==> config.mk <==
export PLATFORM = sky130hd
export DESIGN_NAME = cdb_broadcaster
export DESIGN_NICKNAME = d
export VERILOG_FILES = /design/src/rtl/cdb_broadcaster.sv
export SDC_FILE = /design/constraint.sdc
export NUM_CORES = 1
export LEC_CHECK = 0
export CAP_MARGIN = 20
export CORE_MARGIN = 2
export CORE_UTILIZATION = 41
export CTS_CLUSTER_SIZE = 28
export DETAILED_ROUTE_END_ITERATION = 10
export HOLD_SLACK_MARGIN = 0.1
export MAX_ROUTING_LAYER = met4
export PLACE_DENSITY_LB_ADDON = 0.12
export SLEW_MARGIN = 20
export SYNTH_ARGS = -nofsm -noshare
export SYNTH_HDL_FRONTEND = slang
export SYNTH_SLANG_ARGS = --single-unit
==> constraint.sdc <==
create_clock -name clk -period 11 [get_ports clk]
set_clock_uncertainty 0.2 [all_clocks]
set_input_delay 3.3 -clock clk [delete_from_list [all_inputs] [get_ports clk]]
set_output_delay 3.3 -clock clk [all_outputs]
set_load 0.05 [all_outputs]
==> src/rtl/cdb_broadcaster.sv <==
// Common data bus transmit side: per-source result FIFOs, round-robin lane packing.
// Define CDB_BYPASS_EN to let an empty-FIFO source reach the lanes in its push cycle.
module cdb_broadcaster #(
    parameter int NUM_SRC   = 6,
    parameter int NUM_LANES = 4,
    parameter int DEPTH     = 2,
    parameter int IDX_W     = 4,
    parameter int DATA_W    = 16
) (
    input  logic                          clk,
    input  logic                          rst_n,
    input  logic                          flush,
    input  logic [NUM_SRC-1:0]            src_valid,
    output logic [NUM_SRC-1:0]            src_ready,
    input  logic [NUM_SRC*IDX_W-1:0]      src_rob_idx,
    input  logic [NUM_SRC*DATA_W-1:0]     src_result,
    output logic [NUM_LANES-1:0]          cdb_valid,
    output logic [NUM_LANES*IDX_W-1:0]    cdb_rob_idx,
    output logic [NUM_LANES*DATA_W-1:0]   cdb_result
);

    localparam int SP_W = (NUM_SRC > 1) ? $clog2(NUM_SRC) : 1;
    localparam int AW   = $clog2(DEPTH);
    localparam int CW   = $clog2(DEPTH + 1);
    localparam int EW   = IDX_W + DATA_W;

    logic [EW-1:0]   mem    [NUM_SRC][DEPTH];
    logic [AW-1:0]   rd_ptr [NUM_SRC];
    logic [AW-1:0]   wr_ptr [NUM_SRC];
    logic [CW-1:0]   count  [NUM_SRC];
    logic [SP_W-1:0] rr_ptr;

    logic [NUM_SRC-1:0]   cand;
    logic [NUM_SRC-1:0]   pop;
    logic [NUM_SRC-1:0]   byp;
    logic [NUM_SRC-1:0]   push;
    logic [NUM_LANES-1:0] lane_v;
    logic [EW-1:0]        lane_d [NUM_LANES];
    logic                 any_grant;
    logic [SP_W-1:0]      last_src;

    always_comb begin
        for (int s = 0; s < NUM_SRC; s++) begin
            src_ready[s] = rst_n & ~flush &
                           (count[s] < CW'(DEPTH));
            cand[s] = (count[s] != '0);
`ifdef CDB_BYPASS_EN
            if (count[s] == '0 && src_valid[s] && src_ready[s])
                cand[s] = 1'b1;
`endif
        end
    end

    // Scan from rr_ptr; the k-th grant in scan order fills lane k.
    always_comb begin : arb_p
        int n;
        int s;
        n         = 0;
        s         = 0;
        pop       = '0;
        byp       = '0;
        lane_v    = '0;
        any_grant = 1'b0;
        last_src  = '0;
        for (int k = 0; k < NUM_LANES; k++)
            lane_d[k] = '0;
        for (int i = 0; i < NUM_SRC; i++) begin
            s = int'(rr_ptr) + i;
            if (s >= NUM_SRC)
                s = s - NUM_SRC;
            if (cand[s] && n < NUM_LANES) begin
                lane_v[n] = 1'b1;
                if (count[s] != '0) begin
                    pop[s]    = 1'b1;
                    lane_d[n] = mem[s][rd_ptr[s]];
                end else begin
                    byp[s]    = 1'b1;
                    lane_d[n] = {src_rob_idx[s*IDX_W +: IDX_W],
                                 src_result[s*DATA_W +: DATA_W]};
                end
                last_src  = SP_W'(s);
                any_grant = 1'b1;
                n         = n + 1;
            end
        end
    end

    always_comb begin
        for (int s = 0; s < NUM_SRC; s++)
            push[s] = src_valid[s] & src_ready[s] & ~byp[s];
    end

    always_ff @(posedge clk) begin
        for (int s = 0; s < NUM_SRC; s++)
            if (push[s])
                mem[s][wr_ptr[s]] <=
                    {src_rob_idx[s*IDX_W +: IDX_W],
                     src_result[s*DATA_W +: DATA_W]};
    end

    always_ff @(posedge clk or negedge rst_n) begin
        if (!rst_n) begin
            for (int s = 0; s < NUM_SRC; s++) begin
                rd_ptr[s] <= '0;
                wr_ptr[s] <= '0;
                count[s]  <= '0;
            end
            rr_ptr      <= '0;
            cdb_valid   <= '0;
            cdb_rob_idx <= '0;
            cdb_result  <= '0;
        end else if (flush) begin
            for (int s = 0; s < NUM_SRC; s++) begin
                rd_ptr[s] <= '0;
                wr_ptr[s] <= '0;
                count[s]  <= '0;
            end
            cdb_valid   <= '0;
            cdb_rob_idx <= '0;
            cdb_result  <= '0;
        end else begin
            for (int s = 0; s < NUM_SRC; s++) begin
                if (push[s])
                    wr_ptr[s] <= wr_ptr[s] + AW'(1);
                if (pop[s])
                    rd_ptr[s] <= rd_ptr[s] + AW'(1);
                if (push[s] && !pop[s])
                    count[s] <= count[s] + CW'(1);
                else if (pop[s] && !push[s])
                    count[s] <= count[s] - CW'(1);
            end
            for (int k = 0; k < NUM_LANES; k++) begin
                cdb_valid[k] <= lane_v[k];
                cdb_rob_idx[k*IDX_W +: IDX_W] <=
                    lane_d[k][EW-1:DATA_W];
                cdb_result[k*DATA_W +: DATA_W] <=
                    lane_d[k][DATA_W-1:0];
            end
            if (any_grant)
                rr_ptr <= (last_src == SP_W'(NUM_SRC - 1)) ?
                          '0 : last_src + SP_W'(1);
        end
    end

endmodule
After elaboration in Yosys (flattened, before gate mapping)
Memories as Yosys holds them, arrays and structs flattened.
Cells that the tools add are included.
{"block": "word_totals", "register_bits": 111, "latch_bits": 0, "ram_bits": 240, "romBits": 0, "in_bits": 129, "output_inout_bits": 90, "memories": 1}
{"name": "mem", "depth": 6, "width": 40, "rd": 6, "rd_clocked_by_memory_dff": 0, "write_ports": 6, "line_no": "27", "text": "logic [EW-1:0] mem [NUM_SRC][DEPTH];"}
{"block": "op_classes", "add_sub_neg": 40, "mul": 0, "div_mod_pow": 0, "order_cmp": 73, "eq_ne": 1, "n_shift": 12, "n_mux": 233, "n_bitwise": 64, "n_reduce_logical": 82}
{"operator": "bitwise mux 80 bit", "n": 10}
{"operator": "two-way mux 80 bit", "n": 10}
{"operator": "two-way mux 20 bit", "n": 31}
{"operator": "variable part select 96 x 32 -> 16 bit", "n": 6}
{"operator": "greater-or-equal comparator 32 x 1 -> 1 bit, second input constant", "n": 11}
{"operator": "inverter 32 bit", "n": 11}
{"operator": "< comparator 32 x 4 -> 1 bit, second input constant", "n": 10}
{"operator": "two-way mux 32 bit", "n": 10}
{"operator": "two-way mux 40 bit", "n": 6}
{"operator": "demux 20 bit (select 2 bit)", "n": 5}
{"operator": "greater-or-equal comparator 32 x 4 -> 1 bit, second input constant", "n": 6}
{"operator": "< comparator 32 x 5 -> 1 bit, second input constant", "n": 6}
{"operator": "variable part select 24 x 32 -> 4 bit", "n": 6}
{"operator": "greater-or-equal comparator 32 x 3 -> 1 bit, second input constant", "n": 5}
{"operator": "< comparator 32 x 1 -> 1 bit, second input constant", "n": 5}
{"operator": "two-way mux 6 bit", "n": 26}
{"operator": "adder 32 x 2 -> 32 bit, second input constant", "n": 4}
{"operator": "demux 20 bit (select 1 bit)", "n": 6}
{"operator": "two-way mux 64 bit", "n": 1}
{"operator": "two-way mux 1 bit", "n": 60}
{"operator": "OR 6 bit", "n": 10}
{"operator": "two-way mux 2 bit", "n": 24}
{"operator": "nonzero test 2 bit", "n": 24}
{"operator": "logical AND 1 bit", "n": 39}
{"operator": "other kinds (31)", "n": 173}

Logic depth before layout (Yosys ltp)
Gate-level depths: netlist (run 1).
{"block": "logic_depth", "word_depth": 31, "depth_mapped": 36, "mapped_depth_nobuf": 25}

Worst setup path before layout (run 1)
No wires, ideal clock.
{"block": "synth_path", "kind": "input to output", "startpoint": "input flush", "endpoint": "output src_ready[0]", "arrival_ns": 4.207, "required_time_ns": 7.500, "setup_slack_ns": 3.293, "path_stages": 2, "n_path_buf": 0, "cell_sequence": "nand2b_1 > nor2_1"}
{"block": "synth_via", "elab_chain_cells": 3}
{"item": "from (decl)", "line_no": "12", "text": "input logic flush,"}
{"item": "inverter 1 bit (no source line)"}
{"item": "bitwise AND 1 bit (2 in series)", "line_no": "44", "text": "src_ready[s] = rst_n & ~flush &"}
{"item": "to (decl)", "line_no": "14", "text": "output logic [NUM_SRC-1:0] src_ready,"}
No other way between the ends.

Worst setup path in the final report (run 1)
{"block": "layout_path", "startpoint": "register rr_ptr[1]", "endpoint": "register cdb_result[46]"}
{"block": "layout_via", "elab_chain_cells": 27}
{"item": "from (decl)", "line_no": "31", "text": "logic [SP_W-1:0] rr_ptr;"}
{"item": "from (signal assigned)", "line_no": "140", "text": "rr_ptr <= (last_src == SP_W'(NUM_SRC - 1)) ?"}
{"item": "subtractor 3 x 3 -> 4 bit, or another cell as far along", "line_no": "70", "text": "s = s - NUM_SRC;"}
{"item": "two-way mux 32 bit, or another cell as far along", "line_no": "69", "text": "if (s >= NUM_SRC)"}
{"item": "binary-select mux 1 bit (select 3 bit) / two-way mux 32 bit (equally long branches)", "line_no": "71, 69"}
{"item": "two-way mux 1 bit (implied by the code) / inverter 32 bit (equally long branches)", "line_no": "71, 73, 75"}
{"item": "two-way mux 1 bit (implied by the code) / binary-select mux 1 bit (select 3 bit) (equally long branches)", "line_no": "71, 75"}
{"item": "two-way mux 1 bit, on equally long branches", "line_no": "71, 75"}
{"item": "< comparator 32 x 4 -> 1 bit, or another cell as far along", "line_no": "71", "text": "if (cand[s] && n < NUM_LANES) begin"}
{"item": "logical AND 1 bit, or another cell as far along", "line_no": "71"}
{"item": "[11 not listed]"}
{"item": "greater-or-equal comparator 32 x 3 -> 1 bit (implied by the code), or another cell as far along", "line_no": "75, 78"}
{"item": "logical AND 1 bit (implied by the code), or another cell as far along", "line_no": "75, 78"}
{"item": "two-way mux 20 bit (implied by the code) / two-way mux 80 bit (equally long branches)", "line_no": "75, 78, 73"}
{"item": "demux 20 bit (select 2 bit) / two-way mux 80 bit (equally long branches)", "line_no": "75, 78, 71"}
{"item": "bitwise mux 80 bit, on equally long branches", "line_no": "78, 75"}
{"item": "two-way mux 80 bit", "line_no": "73", "text": "if (count[s] != '0) begin"}
{"item": "two-way mux 80 bit *", "line_no": "71"}
{"item": "two-way mux 64 bit *", "line_no": "112", "text": "end else if (flush) begin"}
{"item": "to (signal, indexed assignment)", "line_no": "136", "text": "cdb_result[k*DATA_W +: DATA_W] <="}
{"item": "to (decl)", "line_no": "19", "text": "output logic [NUM_LANES*DATA_W-1:0] cdb_result"}
Mark *: on every way between the ends. The rest lies on a longest branch, timed or not. The select of a mux whose other input is x is not followed.
A chain may end at the register's enable or synchronous reset.

==> results of run 1 <==
-- cells in the final DEF, fill, tap and decap left out, types with 40 or more instances in the layout --
cell type	synthesis	layout
o22ai_1	52	51
dfrtp_1	111	110
buf_4	29	131
o21ai_0	134	132
edfxtp_1	240	240
a221oi_1	98	95
inv_1	40	40
clkdlybuf4s50_1	0	216
nand2_1	257	257
clkbuf_16	0	41
nor3_1	50	49
nor2_1	173	165
mux2_2	81	81
mux4_2	72	72
nand3_1	78	78
a21oi_1	144	141
mux2i_1	293	290
o211ai_1	55	55
a211oi_1	76	74
-- path summary, 6_finish.rpt --
| path | endpoint | cells after the start |
|---|---|---|
| setup / recovery | cdb_result[46] | 23 |
| hold / removal | wr_ptr[4] | 2 |
| setup reg to reg | cdb_result[46] | 23 |
| hold reg to reg | wr_ptr[4] | 2 |
| max in group asynchronous | cdb_result[2] | 3 |
| min in group asynchronous | cdb_rob_idx[2] | 2 |
-- synthesized netlist by cell type (72+ instances only) --
master / n
buf_2: 77
a221oi_1: 98
clkbuf_1: 109
a211oi_1: 76
nand2_1: 257
a21oi_1: 144
nand3_1: 78
nor2_1: 173
dfrtp_1: 111
o21ai_0: 134
edfxtp_1: 240
mux2_2: 81
mux4_2: 72
mux2i_1: 293
-- layout make-up --
class | count | area [um^2]
diodes | 2 | 5.00
clock buffers | 49 | 1070
clock inverters | 21 | 255
fillers | 6021 | 33800
inverters | 48 | 185
multi-input cells | 2091 | 16200
flip-flops and latches | 351 | 9990
well taps | 864 | 1080
repair buffers | 348 | 3160
-- routing by layer --
metal  vias up  share of wire [%]  GRT usage [%]
li1      11100                  -              -
met1     13600                 39           57.1
met2      2306                 41           61.7
met3       526                 13           13.9
met4         0                6.3           21.3
met5         -                  0              -
-- registers in the layout, indices dropped and copies added, names as in the netlist --
| register | cells |
|---|---|
| mem | 240 |
| cdb_result | 64 |
| cdb_rob_idx | 16 |
| count | 12 |
| rd_ptr | 6 |
| wr_ptr | 6 |
| cdb_valid | 4 |
| rr_ptr | 3 |
-- tightest hold or removal path, delay by kind of cell (launching register included) --
family,cells,cell delay (ns)
XOR/XNOR,1,0.13
flip-flops,1,0.39
AND/OR/NAND/NOR,1,0.04
-- kinds of logic after synthesis --
group                    count (synthesis)
AO/OA/AOI/OAI                          877
XOR/XNOR                                35
adder cells (fa/ha/maj)                 30
buffers and inverters                  278
flip-flops                             351
multiplexers                           448
AND/OR/NAND/NOR                        701
-- per-stage QoR --
step / std cells / instance area (um^2)
after floorplan: 2720 / 27200
after global placement: 3700 / 30600
after detailed placement: 3701 / 30600
after CTS: 3771 / 31900
after global routing: 3774 / 31900
final: 3774 / 31900
==> impl_metrics.json, run 1 <==
{
  "period_needed_ns": 9.49,
  "critPathMostFrequentCell": "ha_1",
  "synthAdderAreaFrac_pct": 1.38,
  "clock_sink_count": 351,
  "cts_tree": "built",
  "peak_freq_ghz": 0.105,
  "gp_congestion": 1.10,
  "ctsLongestPathBuffers": 3,
  "place_ws_ns": 1.71,
  "number_of_global_route_vias_before_repair": 25400,
  "min-delay-start": "wr_ptr[4]",
  "timing.critical_path.to_type": "flip-flop",
  "final.setup.tns_ns": 0,
  "finalMaxSlewViolations": 0,
  "nNetsFinal": 3038,
  "drt.antenna.violating_nets": 0,
  "synth.distinct_cells": 102,
  "synth_compound_area_share_pct": 23.8,
  "post_synth.cell_area_avg_um2": 10.0,
  "grt_first_pass_wirelength_um": 203000,
  "synth_seq_cells": 351,
  "synth_top_family_by_area": "compound AO/OA/AOI/OAI gates",
  "number_of_vias_after_detailed_routing": 27600,
  "antenna_found_initial": 6,
  "synth_fp_nets": 2879,
  "drv_cap": 0,
  "post_synth_instance_area_um2": 27200,
  "status": "finished, final reports clean",
  "fp-row-count": 94,
  "synth.top_cell.area_share_pct": 26.5,
  "drt_iter0_drc": 4604,
  "synth_area_leader_cell": "edfxtp_1",
  "placement.io_buffers": 218,
  "synth_async_sr_flop_share_pct": 31.6,
  "timing.setup.critical_path_class": "reg -> reg",
  "rsz_0062_raised_after_global_routing": "no",
  "worstHoldPathType": "reg -> reg",
  "totalWireLength_um": 149000,
  "synthToLayoutAreaGrowth_pct": 17.2,
  "crit_chain": "clkinv_1, ha_1, buf_4, ha_1, inv_1, ha_1, a21boi_2, xnor2_1, a32o_1, ha_1, nor4_1, nor2_1, ha_1, inv_1, ha_1, o2111ai_1, o21ai_2, or3_4, a31o_4, nor2_2, buf_4, nand2_1, a221oi_1",
  "ys_top_cells_by_area": "edfxtp_1 26%, mux2i_1 11%, dfrtp_1 10%",
  "grt_overflow_total": 0,
  "grt_util_all_layers_pct": 44.0,
  "yosys_most_used_dff": "edfxtp_1",
  "timing.critical_path.buf_inv": 5,
  "die_height_um": 262,
  "final_layout_size_suffix_gt1_share_pct": 15.8,
  "worst_path_clk_slew_ns": 0.06,
  "yosys-mux-area-fraction_pct": 20.2,
  "cp_slowest_cell": "dfrtp_1",
  "worstMarginPinSlew_ns": 1.26,
  "setup_slack_ns": 1.51,
  "crit_arrival_ns": 9.77,
  "ys_seq_area_share_pct": 36.7,
  "worst_skew_pair.late_latency_ns": 0.60,
  "design.die.area_um2": 68500,
  "timing.slew.headroom_pct": 15.8,
  "cts_resized": 0,
  "yosys.area_share.xor_xnor_pct": 1.33,
  "final_min_period_over_clock_period_pct": 86.3,
  "synth_simple_gate_area_share_pct": 11.8,
  "worst_path_largest_cell_delay_ns": 1.02,
  "place_hpwl_um": 110000,
  "ctsHoldBuffers": 0,
  "fin_hold_ws_ns": 0.389,
  "ys_warns": 0,
  "final_hold_viol_count": 0,
  "drt-wirelength-per-cell_um": 39.6,
  "cts_setup_buffers": 0,
  "via_per_inst": 7.31,
  "fp.coreArea_um2": 65700,
  "crit_family": "compound AO/OA/AOI/OAI gates",
  "setup_viol": 0,
  "ctsHtreeMaxLevel": 2,
  "synth-edff-count": 240,
  "worst_r2r_startpoint": "rr_ptr[1]",
  "worstPathMaxFanout": 23,
  "first_pass_iters": 9,
  "drcViolationCount": 0,
  "timing.critical_path.required_ns": 11.28,
  "start_util_pct": 41.4,
  "cts-buffers-inserted": 39,
  "die_width_um": 262,
  "worst_setup_path_start": "rr_ptr[1]",
  "netlist_instances": 2720,
  "clock_tree.root_cell": "clkbuf_16",
  "pin_count": 219,
  "pin_count_of_the_biggest_net_entering_global_routing": 85,
  "timing.reg2reg.setup_slack_ns": 1.51,
  "startpoint_type": "flip-flop",
  "end_of_flow_core_utilization_pct": 48.6
}
Power of run 1 is left out: the tool's default activity adds up to more than one toggle a clock period on the data nets, which glitch-free logic cannot reach.
==> run 2, diff against run 1 <==
CORE_ASPECT_RATIO = 1.4   (was not set)
CORE_MARGIN = 5   (was 2)
==> impl_metrics.json, run 2 (synthesis results as in run 1) <==
{
  "number_of_vias_after_detailed_routing": 27700,
  "startpoint_type": "input pin",
  "hold_depth": 2,
  "crit_chain": "buf_4, nand2b_1, nor2_1, clkdlybuf4s50_1",
  "start_util_pct": 41.5,
  "timing.reg2reg.setup_slack_ns": 2.33,
  "worstMarginPinSlew_ns": 1.19,
  "grt_util_all_layers_pct": 41.8,
  "worstHoldPathType": "reg -> reg",
  "antenna_found_initial": 2,
  "clock_sink_count": 351,
  "final_layout_size_suffix_gt1_share_pct": 15.8,
  "die_height_um": 315,
  "drv_cap": 0,
  "drcViolationCount": 0,
  "grt_overflow_total": 0,
  "cts_resized": 0,
  "gp_congestion": 1.07,
  "period_needed_ns": 8.83,
  "timing.critical_path.buf_inv": 2,
  "cts_tree": "built",
  "number_of_global_route_vias_before_repair": 26400,
  "crit_arrival_ns": 5.33,
  "finalMaxSlewViolations": 0,
  "ctsHoldBuffers": 0,
  "design.die.area_um2": 71800,
  "drt.antenna.violating_nets": 0,
  "min-delay-start": "count[2]",
  "synthToLayoutAreaGrowth_pct": 16.6,
  "ctsHtreeMaxLevel": 2,
  "via_per_inst": 7.37,
  "capture_point_of_the_worst_reg_to_reg_path": "cdb_result[44]",
  "totalWireLength_um": 152000,
  "peak_freq_ghz": 0.113,
  "timing.setup.critical_path_class": "in -> out",
  "final.setup.tns_ns": 0,
  "reg2regPathDepth": 25,
  "timing.slew.headroom_pct": 20.8,
  "layout_common_cells": "291 x mux2i_1, 257 x nand2_1, 240 x edfxtp_1",
  "status": "finished, final reports clean",
  "final_hold_viol_count": 0,
  "worst_skew_pair.late_latency_ns": 0.61,
  "drt_iter0_drc": 4332,
  "drt-wirelength-per-cell_um": 40.6,
  "worst_setup_path_start": "rst_n",
  "clock_tree.root_cell": "clkbuf_16",
  "cts-buffers-inserted": 37,
  "first_pass_iters": 9,
  "ctsLongestPathBuffers": 3,
  "holdPathEnd": "count[3]",
  "cts_setup_buffers": 0,
  "rsz_0062_raised_after_global_routing": "no",
  "place_hpwl_um": 111000,
  "cp_slowest_cell": "clkdlybuf4s50_1",
  "placement.io_buffers": 218,
  "final_common_cell": "mux2i_1",
  "setup_viol": 0,
  "worst_r2r_startpoint": "rr_ptr[0]",
  "worstPathMaxFanout": 58,
  "fp.coreArea_um2": 65700,
  "largest_register_ff_count": 240,
  "die_width_um": 228,
  "timing.critical_path.to_type": "output pin",
  "timing.critical_path.required_ns": 7.50,
  "final_min_period_over_clock_period_pct": 80.3,
  "worst_path_largest_cell_delay_ns": 0.86,
  "pin_count_of_the_biggest_net_entering_global_routing": 110,
  "nNetsFinal": 3033,
  "worstSetupPathDepth": 4,
  "fp-row-count": 111,
  "crit_family": "buffers and inverters",
  "worst_path_clk_slew_ns": 0.06,
  "grt_first_pass_wirelength_um": 208000,
  "pin_count": 219
}
## run 2: layout make-up
type | instances | area, um^2
clock inverter | 28 | 258
inverter | 48 | 185
sequential | 351 | 9990
fill | 6048 | 33900
timing repair buffer | 345 | 3140
antenna | 4 | 10.0
clock buffer | 40 | 937
multi-input combinational | 2091 | 16200
tap | 847 | 1060
## run 2: through the flow
step                setup slack (ns)  hold WS, ns  instance area [um^2]  std cells  utilization, %
CTS                             2.17        0.389                 31700       3750            48.3
floorplan                       3.29        0.319                 27200       2720               -
finish                          2.17        0.392                 31800       3754            48.4
detailed placement              2.17        0.365                 30600       3682            46.5
global placement                2.23        0.357                 30500       3678            46.5
global route                    1.92        0.414                 31800       3752            48.4
## run 2: tightest hold or removal path: stages, from the launching register on
cell	delay (ns)
dfrtp_1	0.42
nand2_1	0.08
a21oi_1	0.05
## run 2: layer usage
metal,share of wire (%),vias to the layer above,track usage [%]
met5,0,-,-
met4,8.7,0,28.2
met3,12,670,10.6
met2,44,2341,63.2
met1,36,13500,49.4
li1,-,11100,-
## run 2: worst max path at each step
stage	end	slack, ns
after floorplan	src_ready[0]	3.29
after global placement	src_ready[2]	2.23
after detailed placement	src_ready[2]	2.17
after CTS	src_ready[2]	2.17
after global routing	cdb_result[44]	1.92
final	src_ready[2]	2.17
Power of run 2 is left out for the same reason.
